### src/rtl/fifo_stream_reader.sv
// Read-side controller for the synchronous FIFO: drains words in bursts and presents
// them on a valid/ready stream with a two-entry output buffer and a per-burst last marker.
module fifo_stream_reader #(
  parameter int DATA_WIDTH  = 16,
  parameter int COUNT_WIDTH = 6,
  parameter int BURST_LEN   = 4,
  parameter int TIMEOUT     = 64
) (
  input  logic                   clk,
  input  logic                   rst,
  output logic                   fifo_rd_en,
  input  logic [DATA_WIDTH-1:0]  fifo_data_out,
  input  logic                   fifo_empty_flag,
  input  logic [COUNT_WIDTH-1:0] fifo_count,
  output logic [DATA_WIDTH-1:0]  m_data,
  output logic                   m_valid,
  input  logic                   m_ready,
  output logic                   m_last
);

  localparam int TW = $clog2(TIMEOUT);

  typedef enum logic [1:0] {IDLE, BURST, DRAIN} state_t;

  state_t                state, state_nxt;
  logic [4:0]            blen, blen_nxt;
  logic [4:0]            issued, issued_nxt;
  logic [TW-1:0]         timer, timer_nxt;
  logic                  inflight, inflight_last;
  logic [1:0]            occ, occ_nxt;
  logic [DATA_WIDTH-1:0] head_data, skid_data;
  logic                  head_last, skid_last;
  logic                  pop, cap;
  logic                  head_from_cap, head_from_skid, skid_from_cap;

  function automatic logic [TW-1:0] sat_inc(input logic [TW-1:0] v);
    return (v == {TW{1'b1}}) ? v : v + 1'b1;
  endfunction

  assign pop     = m_valid & m_ready;
  assign cap     = inflight;
  assign m_valid = (occ != 2'd0);
  assign m_data  = head_data;
  assign m_last  = head_last & m_valid;

  // Never let buffered plus in-flight words exceed the two buffer entries.
  assign fifo_rd_en = (state == BURST) && !fifo_empty_flag && (issued < blen) &&
                      (({1'b0, occ} + {2'b00, inflight}) < (3'd2 + {2'b00, pop}));

  // A captured word lands in the head when the head is (or is becoming) free.
  assign head_from_cap  = cap && ((occ == 2'd0) || (pop && (occ == 2'd1)));
  assign head_from_skid = pop && !head_from_cap;
  assign skid_from_cap  = cap && (((occ == 2'd1) && !pop) || ((occ == 2'd2) && pop));
  assign occ_nxt        = occ + {1'b0, cap} - {1'b0, pop};

  always_comb begin
    state_nxt  = state;
    blen_nxt   = blen;
    issued_nxt = issued;
    timer_nxt  = timer;
    case (state)
      IDLE: begin
        if (fifo_count >= COUNT_WIDTH'(BURST_LEN)) begin
          blen_nxt   = 5'(BURST_LEN);
          issued_nxt = 5'd0;
          timer_nxt  = '0;
          state_nxt  = BURST;
        end else if ((fifo_count != '0) && (timer == TW'(TIMEOUT - 1))) begin
          blen_nxt   = 5'(fifo_count);
          issued_nxt = 5'd0;
          timer_nxt  = '0;
          state_nxt  = BURST;
        end else if (fifo_count == '0) begin
          timer_nxt = '0;
        end else begin
          timer_nxt = sat_inc(timer);
        end
      end
      BURST: begin
        if (fifo_rd_en) issued_nxt = issued + 5'd1;
        if ((issued == blen) && !inflight) state_nxt = DRAIN;
      end
      DRAIN: begin
        // The last word may already have left the buffer before DRAIN was entered.
        if ((pop && m_last) || (occ == 2'd0)) state_nxt = IDLE;
      end
      default: state_nxt = IDLE;
    endcase
  end

  always_ff @(posedge clk or posedge rst) begin
    if (rst) begin
      state         <= IDLE;
      blen          <= 5'd0;
      issued        <= 5'd0;
      timer         <= '0;
      inflight      <= 1'b0;
      inflight_last <= 1'b0;
      occ           <= 2'd0;
      head_data     <= '0;
      head_last     <= 1'b0;
      skid_last     <= 1'b0;
    end else begin
      state         <= state_nxt;
      blen          <= blen_nxt;
      issued        <= issued_nxt;
      timer         <= timer_nxt;
      inflight      <= fifo_rd_en;
      inflight_last <= fifo_rd_en && ((issued + 5'd1) == blen);
      occ           <= occ_nxt;
      if (head_from_cap) begin
        head_data <= fifo_data_out;
        head_last <= inflight_last;
      end else if (head_from_skid) begin
        head_data <= skid_data;
        head_last <= skid_last;
      end
      if (skid_from_cap) skid_last <= inflight_last;
    end
  end

  // Skid data is only ever read behind a valid occupancy, so it carries no reset.
  always_ff @(posedge clk) begin
    if (skid_from_cap) skid_data <= fifo_data_out;
  end

endmodule
### config.mk
export PLATFORM = sky130hd
export DESIGN_NAME = fifo_stream_reader
export DESIGN_NICKNAME = d
export VERILOG_FILES = /design/src/rtl/fifo_stream_reader.sv
export SDC_FILE = /design/constraint.sdc
export NUM_CORES = 1
export LEC_CHECK = 0
export CAP_MARGIN = 30
export CORE_MARGIN = 3
export CORE_UTILIZATION = 57
export DETAILED_ROUTE_END_ITERATION = 8
export PLACE_DENSITY = 0.85
export RECOVER_POWER = 50
export SLEW_MARGIN = 20
export SYNTH_ARGS = -nofsm -noshare
export SYNTH_HDL_FRONTEND = slang
export SYNTH_SLANG_ARGS = --single-unit
export TNS_END_PERCENT = 100
### constraint.sdc
create_clock -name clk -period 6.1 [get_ports clk]
set_input_delay 1.83 -clock clk [delete_from_list [all_inputs] [get_ports clk]]
set_output_delay 1.83 -clock clk [all_outputs]
set_load 0.01 [all_outputs]
==> out/summary.txt <==
Area Growth Syn to Fin - 21.2%
Mapped Cells - 223
Arrival time at the worst endpoint - 3.76 ns
WP buf/inv - 2
Number of port buffers - 44
Die area - 5550 µm²
ANT nets after route - 0
Combinational share of power - 43.3%
Crit. path cell count - 5
Post-synthesis cell area - 2670 µm²
YS warnings - 0
Most common cell in the netlist - dfrtp_1
Worst-Skew Late Latency - 0.31 ns
Slew @ Worst Pin - 2.13 ns
Reg2reg path depth - 8
Yosys cell types - 44
Setup TNS after final layout - 0 ns
Proportion of synthesized area in mux cells - 9.12%
Core Box Area - 4440 µm²
DR WL/cell - 15.2 µm
Vias - 1,835
Final min period - 5.59 ns
TritonCTS buffer count - 5
Worst clock skew - 0.00930 ns
Sequential area share after synthesis - 55.4%
Synth top cells by count - dfrtp_1, nand2_1, mux2i_1
Max_slew headroom - -41.9%
Die X - 74.5 µm
Max cap viols - 1
Synthesis-stage register bit count - 56
Diode count - 0
Failing checks - max-capacitance violations, max-slew violations
Total Routing Usage GR - 19.3%
Starting density of the core - 60.2%
Clock transition at the registers of the reported paths - 0.10 ns
Post-CTS Setup Bufs - 0
Drt first-iter violations - 78
Area share of the largest cell type after synthesis - 37.4%
Clock root buffer - clkbuf_8
Max Buffers Root-to-Sink - 2
Synth Area in Simple Gates - 14.5%
Final Max Slew Viols - 41
Top_reg_cell synth - dfrtp_1
Antenna violations before repair - 0
Compound-Gate Fraction of Synth Area - 10.5%
Critical-path top delay cell - dlygate4sd3_1
Top Family by Delay on Critical Path - buffers and inverters
DRC errors left - 0
Pre-antenna DRT Iters - 4
Final setup fails - 0
VDD IR-drop max - 0.209 mV
CP Capture Type - output port
Leak - 1.41 nW
Die outline height - 74.5 µm
P per Cell Area - 415 nW/µm²
Hold_buf cts - 0
Total power - 1.34 mW
Via density per instance - 5.65
Layout fillers - 321
Worst Path Max Fanout - 4
CTS tree - yes
Status - finished, violations left
Sequential Power Share - 41.7%
Worst Path Required - 4.27 ns
R2r setup slk - 3.35 ns
CP Cell Sequence - dlygate4sd3_1 -> o21ai_0 -> o21ai_0 -> and3_1 -> clkdlybuf4s50_1
Hold path depth - 2
Crit path launch type - input pin
CP max stage delay - 0.60 ns
Routability-driven placement congestion ratio - 0.813
Syn_nets - 260
Post-DP Area - 3200 µm²
First-pass GRT wire length - 8030 µm
Yosys top cell by area - dfrtp_1
Switching Share - 35.5%
Top-Level Pins - 45
Post_cts resized - 0
Ys async rst share - 71.4%
Post-Synth XOR/XNOR Area - 2.95%
Cell area after layout - 3240 µm²
Main combinational cell family by area after synthesis - simple AND/OR/NAND/NOR gates
Vias in the first global route - 1,722
Share of layout cells above drive strength 1 - 6.23%
# rows - 24
Hold crit path type - flop to flop
Final Cycle Share - 91.6%
Fin. Hold Viols - 0
Clk sinks - 56
Grt total ovfl - 0
Synth top area cells - dfrtp_1, edfxtp_1, mux2i_1
H-Tree Depth - 2
Achievable frequency - 0.179 GHz
Worst setup path category - input pin to output port
# nets final - 309
Mean Syn Cell Area - 12.0 µm²
Pin count of the biggest net entering global routing - 41
Dpl hpwl - 3610 µm
Post-synthesis adder-cell area fraction - 5.15%
Clock power frac - 15.0%
Post-synth EDFFs - 16
Internal power - 0.867 mW
RSZ-0062 raised after global routing - false
CP most frequent cell - o21ai_0
WL final - 4930 µm
P_sw - 0.477 mW
[layout make-up]
type | count | area (µm²) | share of cell area [%]
tap | 52 | 65.1 | 2.01
clock inverter | 2 | 16.3 | 0.502
inverter | 11 | 41.3 | 1.27
timing repair buffer | 47 | 463 | 14.3
sequential | 56 | 1480 | 45.7
clock buffer | 6 | 72.6 | 2.24
multi-input combinational | 151 | 1100 | 34.0
[state kept, by name, summed over array words and instances, names as in the netlist]
signal         count
m_data            16
state              2
blen               5
cap                1
skid_data         16
inflight_last      1
head_last          1
issued             5
skid_last          1
timer              6
occ                2
[cell usage in the layout, fill, tap and decap left out, types with 11 or more instances in the layout]
| cell type | synthesis | layout |
|---|---|---|
| dfrtp_1 | 40 | 40 |
| nand2_1 | 26 | 26 |
| clkdlybuf4s50_1 | 0 | 26 |
| mux2i_1 | 21 | 21 |
| dlygate4sd3_1 | 0 | 18 |
| edfxtp_1 | 16 | 16 |
| o21ai_1 | 17 | 13 |
| o21ai_0 | 6 | 11 |
| inv_1 | 11 | 11 |
| ha_1 | 11 | 11 |
[stage by stage]
stage               worst slack (ns)  std cells  util, %  hold slack [ns]
global route                   0.393        325     72.9            0.523
finish                         0.514        325     72.9            0.485
CTS                            0.827        325     73.9            0.498
detailed placement             0.826        317     71.9            0.480
global placement               0.861        316     71.6            0.468
floorplan                       1.79        223        -            0.450
[power by group through the flow]
stage	clock, mW	sequential, mW	combinational, mW
2_1_floorplan	0	0.581	0.352
3_3_place_gp	0	0.564	0.576
3_5_place_dp	0	0.571	0.601
4_1_cts	0.204	0.563	0.600
5_1_grt	0.223	0.575	0.642
6_report	0.202	0.561	0.582
[worst reg2reg max path, stage by stage, from the launching register on]
cell and delay, ns:
dfrtp_1 0.49, o21ai_0 0.25, clkbuf_1 0.99, inv_1 0.12
ha_1 0.32, inv_1 0.04, ha_1 0.18, xnor2_1 0.17
xnor2_1 0.13
[layer usage]
layer | part of all wire, % | track usage, % | vias to the layer above
li1 | - | - | 899
met1 | 45 | 25.1 | 879
met2 | 48 | 31.8 | 51
met3 | 5.6 | 4.73 | 6
met4 | 1.4 | 6.52 | 0
met5 | 0 | 0 | -
[path summary, 6_finish.rpt]
kind / from / endpoint
max: m_ready / fifo_rd_en
min: inflight_last / head_last
max reg2reg: occ[1] / occ[1]
min reg2reg: inflight_last / head_last
max in group asynchronous: rst / cap
min in group asynchronous: rst / timer[3]
[logic make-up after synthesis]
| family | after synthesis |
|---|---|
| flops | 56 |
| xor+xnor | 9 |
| simple gates | 65 |
| buf+inv | 16 |
| compound gates | 42 |
| fa+ha+maj | 11 |
| mux | 24 |
Power figures use the tool's default switching activity.
